<file path="config.mk">
export PLATFORM = sky130hd
export DESIGN_NAME = multdiv_ctrl
export DESIGN_NICKNAME = d
export VERILOG_FILES = /design/src/rtl/multdiv_ctrl.sv
export SDC_FILE = /design/constraint.sdc
export NUM_CORES = 1
export LEC_CHECK = 0
export CAP_MARGIN = 15
export CORE_AREA = 2 2 128 130
export CTS_CLUSTER_SIZE = 8
export DETAILED_ROUTE_END_ITERATION = 10
export DIE_AREA = 0 0 130 132
export PLACE_DENSITY = 0.86
export RECOVER_POWER = 50
export SYNTH_ARGS = -nofsm -noshare
export SYNTH_HDL_FRONTEND = slang
export SYNTH_SLANG_ARGS = --single-unit
</file>
<file path="constraint.sdc">
create_clock -name clk -period 3.05 [get_ports clk]
set_clock_uncertainty 0.2 [all_clocks]
set_input_delay 0.61 -clock clk [delete_from_list [all_inputs] [get_ports clk]]
set_output_delay 0.61 -clock clk [all_outputs]
set_load 0.02 [all_outputs]
</file>
<file path="src/rtl/multdiv_ctrl.sv">
// Sequencer between the control unit and the shared mult/div units: one op at a time,
// start pulse, wait for the unit's end flag (with timeout), capture into HI/LO.
module multdiv_ctrl #(
    parameter int TIMEOUT = 40,
    parameter int CNT_W   = 6
) (
    input  logic        clk,
    input  logic        reset,
    input  logic        op_valid,
    input  logic        op_sel,
    input  logic [31:0] a,
    input  logic [31:0] b,
    output logic        busy,
    output logic        done,
    output logic        div0_exc,
    output logic        err_timeout,
    output logic [31:0] hi_out,
    output logic [31:0] lo_out,
    output logic        mult_start,
    input  logic        mult_end,
    input  logic [31:0] mult_hi,
    input  logic [31:0] mult_lo,
    output logic        div_start,
    input  logic        div_end,
    input  logic [31:0] div_q,
    input  logic [31:0] div_r,
    output logic [31:0] unit_a,
    output logic [31:0] unit_b
);

    typedef enum logic [2:0] {
        IDLE, MSTART, MWAIT, DSTART, DWAIT, DONE, ERR
    } state_t;

    localparam logic [CNT_W-1:0] TO_MAX  = CNT_W'(TIMEOUT);
    localparam logic [CNT_W-1:0] TO_LAST = CNT_W'(TIMEOUT - 1);

    state_t           state;
    logic [CNT_W-1:0] cnt;

    always_ff @(posedge clk or negedge reset) begin
        if (!reset) begin
            state       <= IDLE;
            busy        <= 1'b0;
            done        <= 1'b0;
            div0_exc    <= 1'b0;
            err_timeout <= 1'b0;
            mult_start  <= 1'b0;
            div_start   <= 1'b0;
            hi_out      <= '0;
            lo_out      <= '0;
            unit_a      <= '0;
            unit_b      <= '0;
            cnt         <= '0;
        end else begin
            case (state)
                IDLE: begin
                    if (op_valid) begin
                        unit_a <= a;
                        unit_b <= b;
                        busy   <= 1'b1;
                        if (!op_sel) begin
                            mult_start <= 1'b1;
                            state      <= MSTART;
                        end else if (b != '0) begin
                            div_start <= 1'b1;
                            state     <= DSTART;
                        end else begin
                            div0_exc <= 1'b1;
                            state    <= ERR;
                        end
                    end
                end
                MSTART: begin
                    mult_start <= 1'b0;
                    cnt        <= '0;
                    state      <= MWAIT;
                end
                DSTART: begin
                    div_start <= 1'b0;
                    cnt       <= '0;
                    state     <= DWAIT;
                end
                // End flags are only looked at here, so a stale level left over
                // from the previous op during the start cycle never completes an op.
                MWAIT: begin
                    if (mult_end) begin
                        hi_out <= mult_hi;
                        lo_out <= mult_lo;
                        done   <= 1'b1;
                        state  <= DONE;
                    end else if (cnt >= TO_LAST) begin
                        cnt         <= TO_MAX;
                        err_timeout <= 1'b1;
                        state       <= ERR;
                    end else begin
                        cnt <= cnt + CNT_W'(1);
                    end
                end
                DWAIT: begin
                    if (div_end) begin
                        hi_out <= div_r;
                        lo_out <= div_q;
                        done   <= 1'b1;
                        state  <= DONE;
                    end else if (cnt >= TO_LAST) begin
                        cnt         <= TO_MAX;
                        err_timeout <= 1'b1;
                        state       <= ERR;
                    end else begin
                        cnt <= cnt + CNT_W'(1);
                    end
                end
                DONE: begin
                    done  <= 1'b0;
                    busy  <= 1'b0;
                    state <= IDLE;
                end
                ERR: begin
                    div0_exc    <= 1'b0;
                    err_timeout <= 1'b0;
                    busy        <= 1'b0;
                    state       <= IDLE;
                end
                default: state <= IDLE;
            endcase
        end
    end

endmodule
</file>
Word level (Yosys, flattened, before mapping)
Index checks and enable logic that the tools add are counted.
{"block": "totals", "reg_bits": 143, "in_bits": 198, "out_inout_bits": 134, "word_cells": 87}
{"block": "classes", "n_addsub": 1, "n_lt_le_gt_ge": 1, "n_eq_ne": 15, "muxes": 37, "n_reduce_logical": 21}
{"cell": "2-to-1 mux 32 bit", "n": 4}
{"cell": "one-hot mux 32 bit (2 select lines)", "n": 2}
{"cell": "nonzero test 32 bit", "n": 1}
{"cell": "2-to-1 mux 3 bit", "n": 6}
{"cell": "2-to-1 mux 6 bit", "n": 3}
{"cell": "inequality test 2 bit, second input constant", "n": 9}
{"cell": "one-hot mux 6 bit (3 select lines)", "n": 1}
{"cell": "one-hot mux 3 bit (5 select lines)", "n": 1}
{"cell": "AND reduction 3 bit", "n": 5}
{"cell": "2-to-1 mux 1 bit", "n": 14}
{"cell": "nonzero test 2 bit", "n": 5}
{"cell": "equality test 3 bit, second input constant", "n": 3}
{"cell": "nonzero test 3 bit", "n": 3}
{"cell": "one-hot mux 1 bit (2 select lines)", "n": 4}
{"cell": "AND reduction 4 bit", "n": 2}
{"cell": "adder 6 x 1 -> 6 bit, second input constant", "n": 1}
{"cell": "equality test 3 x 2 -> 1 bit, second input constant", "n": 2}
{"cell": "greater-or-equal comparator 6 bit, second input constant", "n": 1}
{"cell": "one-hot mux 1 bit (3 select lines)", "n": 2}
{"cell": "AND reduction 2 bit", "n": 2}
{"cell": "OR reduction 2 bit", "n": 2}
{"cell": "equality test 3 x 1 -> 1 bit, second input constant", "n": 1}
{"cell": "logical NOT 3 bit", "n": 1}

Longest topological paths before layout
Gate-level depths: netlist (run 1).
{"block": "logic_depth", "depth_word": 5, "depth_mapped": 7, "mapped_depth_nobuf": 5}

Worst setup path before layout (run 1)
Ideal clock, no wire load.
{"block": "synth_timing", "path_type": "input -> register", "startpoint": "in op_valid", "endpoint": "reg unit_a[0]", "setup_time_ns": 0.125, "arrival_time_ns": 1.600, "t_required_ns": 2.725, "path_slack_ns": 1.125, "stages": 5, "path_buffers": 2, "cell_sequence": "nand2b_1 nor3_1 buf_2 buf_2 mux2_2"}
{"block": "synth_via", "elab_chain_len": 1}
{"item": "start, declared", "line": "9", "rtl": "input logic op_valid,"}
{"item": "AND reduction 2 bit (no line)"}
{"item": "end signal, assigned", "line": "52", "rtl": "unit_a <= '0;"}
{"item": "end signal, assigned", "line": "59", "rtl": "unit_a <= a;"}
{"item": "end, declared", "line": "27", "rtl": "output logic [31:0] unit_a,"}
Every way passes these cells.
A chain may end at the register's enable or synchronous reset.

Worst setup path in the final report (run 1)
{"block": "layout_timing", "startpoint": "in op_valid", "endpoint": "reg unit_b[24]"}
{"block": "layout_via", "elab_chain_len": 1}
{"item": "AND reduction 2 bit (no line)"}
{"item": "end signal, assigned", "line": "53", "rtl": "unit_b <= '0;"}
{"item": "end signal, assigned", "line": "60", "rtl": "unit_b <= b;"}
{"item": "end, declared", "line": "28", "rtl": "output logic [31:0] unit_b"}
Every way passes these cells.

==> impl_metrics.env, run 1 <==
export IMPL_critical_path_startpoint="op_valid"
export IMPL_synthTopCellsByArea="dfrtp_1 58%, mux2_2 12%, mux2i_1 10%, o21ai_0 5.4%, nand2_1 4.0%"
export IMPL_synthTopCellsByCount="143 x dfrtp_1, 67 x o21ai_0, 66 x nand2_1"
export IMPL_hold_viol_final=0
export IMPL_grt_pass1_vias=5539
export IMPL_cts_tree="yes"
export IMPL_ant_nets=0
export IMPL_ys_async_sr_fraction_pct=100
export IMPL_max_clock_freq_mhz=389
export IMPL_rrSetupSlack_ps=490
export IMPL_r2r_start="state[0]"
export IMPL_grt_overflow=0
export IMPL_worst_r2r_cell_count=4
export IMPL_drt_iter0_drc=200
export IMPL_worstPathArrival_ps=2660
export IMPL_cp_endpoint="unit_b[24]"
export IMPL_num_antenna_cells=0
export IMPL_dp_cells=1035
export IMPL_clock_latency_ps=410
export IMPL_max_slew_margin_pct=32.0
export IMPL_die_h_um=132
export IMPL_postCtsSetupRepairBufs=0
export IMPL_grt_setup_unrepaired="no"
export IMPL_cts_buffers=17
export IMPL_grtUsageTotal_pct=22.9
export IMPL_syn_area_per_cell_um2=12.1
export IMPL_synth_cell_type_count=38
export IMPL_ctsHoldBuffers=1
export IMPL_period_needed_ps=2570
export IMPL_yosysWarningCount=0
export IMPL_final_area_um2=10400
export IMPL_yosysTopAreaCell="dfrtp_1"
export IMPL_ctsResizeCount=0
export IMPL_ir_worst_vdd_mv=0.482
export IMPL_viasPerCell=4.89
export IMPL_yosys_cell_count_top_type="dfrtp_1"
export IMPL_crit_required_ps=3140
export IMPL_instances_no_fill=1068
export IMPL_clk_pin_slew_worst_paths_ps=60
export IMPL_drt_total_wl_um=19700
export IMPL_p_leak_nw=4.66
export IMPL_drtPass1Iterations=4
export IMPL_worst_pin_slew_ps=1020
export IMPL_cts_sinks=143
export IMPL_yosys_most_used_dff="dfrtp_1"
export IMPL_grt_pass1_wl_um=30100
export IMPL_route_detailed_drc=0
export IMPL_finalSetupTns_ps=0
export IMPL_die_area_um2=17200
export IMPL_placed_cell_area_um2=9720
export IMPL_critPathMaxFanout=64
export IMPL_p_per_area_nw_per_um2=1050
export IMPL_status="finished, final reports clean"
export IMPL_routabilityCongestion=0.758
export IMPL_place_ws_ps=433
export IMPL_vias=5222
export IMPL_routedWlPerCell_um=18.4
export IMPL_num_fill_cells=1201
export IMPL_worstSetupEndpointType="flop"
export IMPL_final_max_slew_viol_count=0
export IMPL_hp_class="flop to flop"
export IMPL_setup_violations=0
export IMPL_drive_gt1_share_pct=13.1
export IMPL_synth_seq_cells=143
export IMPL_netlist_area_um2=6180
export IMPL_initial_core_util_pct=39.3
export IMPL_ioPinCount=332
export IMPL_reg2reg_to="unit_b[24]"
export IMPL_synth_top_cell_area_share_pct=57.9
export IMPL_core_area_um2=15700
export IMPL_nets=1038
export IMPL_die_width_um=130
export IMPL_syn_nets=708
export IMPL_worst_slack_ps=478
export IMPL_path_class="input pin to flop"
export IMPL_port_buffers=331
export IMPL_max_clock_path_buffers=2
export IMPL_netlist_instances=509
export IMPL_power_total_w=0.0109
export IMPL_synth_edf_count=0
export IMPL_worstHoldPathCells=2
export IMPL_dp_hpwl_um=14900
export IMPL_htreeDepth=4
export IMPL_drv_cap=0
export IMPL_worst_setup_path_start_kind="input pin"
export IMPL_area_delta_synth_final_pct=68.2
export IMPL_clock_root_buffer="clkbuf_16"
export IMPL_ys_seq_area_share_pct=57.9
export IMPL_antenna_found_initial=0
export IMPL_fp_row_count=46
export IMPL_fin_crit_sh_pct=84.3
export IMPL_grt_start_max_net_pins=125
==> sequential cells by signal (all words and copies together) (netlist names) <==
name,count
busy,1
cnt,6
div0_exc,1
div_start,1
done,1
err_timeout,1
hi_out,32
lo_out,32
mult_start,1
state,3
unit_a,32
unit_b,32
==> through the flow <==
step | hold slack [ps] | util [%]
2_1_floorplan | 114 | -
3_3_place_gp | 260 | 61.9
3_5_place_dp | 269 | 61.9
4_1_cts | 283 | 66.3
5_1_grt | 304 | 66.1
6_report | 279 | 66.1
==> area by class of cell <==
class | instances | area [um^2] | area share (%)
inverter | 4 | 15.0 | 0.145
tap | 216 | 270 | 2.60
sequential | 143 | 3580 | 34.4
multi-input combinational | 329 | 2410 | 23.2
clock inverter | 14 | 253 | 2.43
clock buffer | 18 | 429 | 4.13
timing repair buffer | 344 | 3430 | 33.0
==> placed cells by master (no fill, tap or decap), types with 4 or more instances in the layout <==
cell type and instances:
dlygate4sd3_1 5, nor2_1 12, buf_4 7, inv_1 4, a21oi_1 8, clkbuf_16 17, nor4_1 9, mux2i_1 64
mux2_2 65, a22o_1 4, o21ai_0 67, dfrtp_1 143, clkdlybuf4s50_1 326, nand2_1 66, bufinv_16 6, inv_6 4
==> layer usage <==
metal	up-vias	GRT usage, %	share of wire (%)
met4	0	6.75	2.1
li1	2468	-	-
met1	2498	25.0	38
met5	-	0	0
met2	235	40.6	51
met3	21	9.21	9.4
==> kinds of logic (layout without fill, tap and decap cells) <==
group           Yosys count  in the layout  synth area share [%]
compound gates           94             94                  8.81
xor+xnor                  1              1                 0.142
fa+ha+maj                 1              1                 0.203
buf+inv                  37            380                  3.24
flops                   143            143                  57.9
mux                     129            129                  22.2
simple gates            104            104                  7.45
==> worst max-delay path, cell delays in order <==
cell	delay, ps
clkdlybuf4s50_1	510
nand2b_1	110
nor3_1	210
clkbuf_4	750
mux2_2	420
==> power by group <==
| group | switching, W | internal, W | leakage (nW) |
|---|---|---|---|
| logic | 0.00259 | 0.00257 | 2.58 |
| clock network | 0.000851 | 0.00156 | 0.332 |
| registers | 0.000531 | 0.00279 | 1.75 |
==> worst min-delay path by stage <==
stage                          start    endpoint  slack (ps)
final                     lo_out[25]  lo_out[25]         280
after global routing      hi_out[15]  hi_out[15]         300
after CTS                 lo_out[11]  lo_out[11]         280
after detailed placement  lo_out[11]  lo_out[11]         270
after global placement     hi_out[1]   hi_out[1]         260
after floorplan                reset        busy         110
Note: power is estimated with default switching activity, not from simulation.
==> inputs of run 2 (changes only) <==
--- a/config.mk
+++ b/config.mk
@@ -6,11 +6,11 @@
 export NUM_CORES = 1
 export LEC_CHECK = 0
 export CAP_MARGIN = 15
-export CORE_AREA = 2 2 128 130
+export CORE_AREA = 2 2 134 136
 export CTS_CLUSTER_SIZE = 8
 export DETAILED_ROUTE_END_ITERATION = 10
-export DIE_AREA = 0 0 130 132
-export PLACE_DENSITY = 0.86
+export DIE_AREA = 0 0 136 138
+export PLACE_DENSITY = 0.82
 export RECOVER_POWER = 50
 export SYNTH_ARGS = -nofsm -noshare
 export SYNTH_HDL_FRONTEND = slang
==> constraint.sdc (replaced) <==
create_clock -name clk -period 2.2 [get_ports clk]
set_clock_uncertainty 0.2 [all_clocks]
set_input_delay 0.44 -clock clk [delete_from_list [all_inputs] [get_ports clk]]
set_output_delay 0.44 -clock clk [all_outputs]
set_load 0.02 [all_outputs]
==> run 2 against run 1 <==
Sequential power up 38%. Power rose by 34%. First-iteration DRC count fell by 17%. Global-route usage decreased by 3.5 points. Critical path depth decreased by 4. Wire length fell by 6.6%. Die area up 9.4%. Cell area grew 0.26%.
==> impl_metrics.env, run 2 (synthesized netlist as in run 1, its figures left out) <==
export IMPL_status="finished, final reports clean"
export IMPL_postCtsSetupRepairBufs=0
export IMPL_fp_row_count=49
export IMPL_use_met1_pct=21.8
export IMPL_clock_root_buffer="clkbuf_16"
export IMPL_drv_cap=0
export IMPL_drt_iter0_drc=166
export IMPL_grt_start_max_net_pins=71
export IMPL_holdWs_ps=275
export IMPL_worst_pin_slew_ps=1070
export IMPL_drt_total_wl_um=18400
export IMPL_fin_crit_sh_pct=96.9
export IMPL_period_needed_ps=2130
export IMPL_drtPass1Iterations=4
export IMPL_htreeDepth=4
export IMPL_ir_worst_vdd_mv=0.730
export IMPL_grt_overflow=0
export IMPL_met2_usage_pct=33.6
export IMPL_clock_latency_ps=410
export IMPL_p_per_area_nw_per_um2=1410
export IMPL_viasPerCell=4.75
export IMPL_port_buffers=331
export IMPL_dp_cells=1061
export IMPL_worstPathArrival_ps=1490
export IMPL_critPathBufInv=1
export IMPL_cts_tree="yes"
export IMPL_max_clock_freq_mhz=469
export IMPL_die_area_um2=18800
export IMPL_final_common_cell="clkdlybuf4s50_1"
export IMPL_cts_sinks=143
export IMPL_routabilityCongestion=0.770
export IMPL_ctsResizeCount=0
export IMPL_cts_buffers=17
export IMPL_critical_path_max_stage_delay_ps=700
export IMPL_instances_no_fill=1094
export IMPL_final_max_slew_viol_count=0
export IMPL_ant_nets=0
export IMPL_routedWlPerCell_um=16.8
export IMPL_critPathTopFamily="buffers and inverters"
export IMPL_core_area_um2=17500
export IMPL_worstSetupEndpointType="primary output"
export IMPL_cp_cell_sequence="clkdlybuf4s50_1"
export IMPL_antenna_found_initial=0
export IMPL_max_clock_path_buffers=2
export IMPL_grt_setup_unrepaired="no"
export IMPL_die_width_um=136
export IMPL_setup_violations=0
export IMPL_num_antenna_cells=0
export IMPL_drive_gt1_share_pct=14.1
export IMPL_crit_required_ps=1560
export IMPL_p_leak_nw=4.68
export IMPL_path_class="flop to primary output"
export IMPL_grt_pass1_vias=5258
export IMPL_worst_setup_path_start_kind="flop"
export IMPL_clk_pin_slew_worst_paths_ps=60
export IMPL_hp_class="flop to flop"
export IMPL_area_delta_synth_final_pct=68.6
export IMPL_slowest_stage="clkdlybuf4s50_1"
export IMPL_die_h_um=138
export IMPL_grt_busiest_layer="met2"
export IMPL_ioPinCount=332
export IMPL_grtUsageTotal_pct=19.5
export IMPL_hold_viol_final=0
export IMPL_critPathMaxFanout=3
export IMPL_grt_pass1_wl_um=28300
export IMPL_layout_common_cells="329 x clkdlybuf4s50_1, 143 x dfrtp_1, 67 x o21ai_0"
export IMPL_ctsHoldBuffers=1
export IMPL_route_detailed_drc=0
export IMPL_grtUsageMet3_pct=7.41
export IMPL_dp_hpwl_um=14200
export IMPL_nets=1051
export IMPL_num_fill_cells=1486
export IMPL_vias=5200
export IMPL_initial_core_util_pct=35.2
export IMPL_max_slew_margin_pct=28.5
==> run 2: cell types whose count changed in the layout (fill, tap and decap cells not counted), moves of 3 or more <==
cell             before  now
buf_4                 7   11
bufinv_16             6    1
clkbuf_2              0    4
clkdlybuf4s50_1     326  329
clkinvlp_4            0    3
dlygate4sd3_1         5    2
==> run 2: power breakdown <==
part / internal (W) / total [W] / switching, W
combinational: 0.00365 / 0.00722 / 0.00357
clock: 0.00163 / 0.00284 / 0.00121
sequential: 0.00387 / 0.00458 / 0.000709
total: 0.00915 / 0.0146 / 0.00548
==> run 2: final cells by class <==
cell class	instances	area [um^2]	area share [%]
Clock buffer	18	439	4.22
Clock inverter	14	149	1.43
Inverter	4	15.0	0.144
Multi-Input combinational cell	329	2400	23.0
Sequential cell	143	3580	34.4
Tap cell	229	287	2.75
Timing Repair Buffer	357	3550	34.1
==> run 2: per-layer routing <==
layer  part of all wire (%)  vias to the layer above
met1                     38                     2433
met5                      0                        -
met4                    2.4                        0
met2                     50                      243
li1                       -                     2496
met3                    9.7                       28
==> run 2: per-stage QoR <==
stage | setup TNS (ps) | setup WS, ps | power [W] | util, % | instance area, um^2
final | 0 | 69.3 | 0.0146 | 59.4 | 10400
after global routing | 0 | 15.5 | 0.0155 | 59.4 | 10400
after CTS | 0 | 16.2 | 0.0149 | 59.8 | 10500
after detailed placement | -6220 | -105 | 0.0120 | 56.4 | 9890
after global placement | -4900 | -115 | 0.0118 | 56.4 | 9890
after floorplan | 0 | 366 | 0.00831 | - | 6180
==> run 2: path summary, 6_finish.rpt <==
| kind | slack, ps | endpoint | cells after the start | startpoint |
|---|---|---|---|---|
| hold / removal | 280 | hi_out[12] | 2 | hi_out[12] |
| hold reg to reg | 280 | hi_out[12] | 2 | hi_out[12] |
| max in group asynchronous | 280 | lo_out[13] | 3 | reset |
| setup reg to reg | 120 | unit_b[9] | 5 | state[2] |
| min in group asynchronous | 550 | unit_b[28] | 2 | reset |
| setup / recovery | 70 | div_start | 1 | div_start |
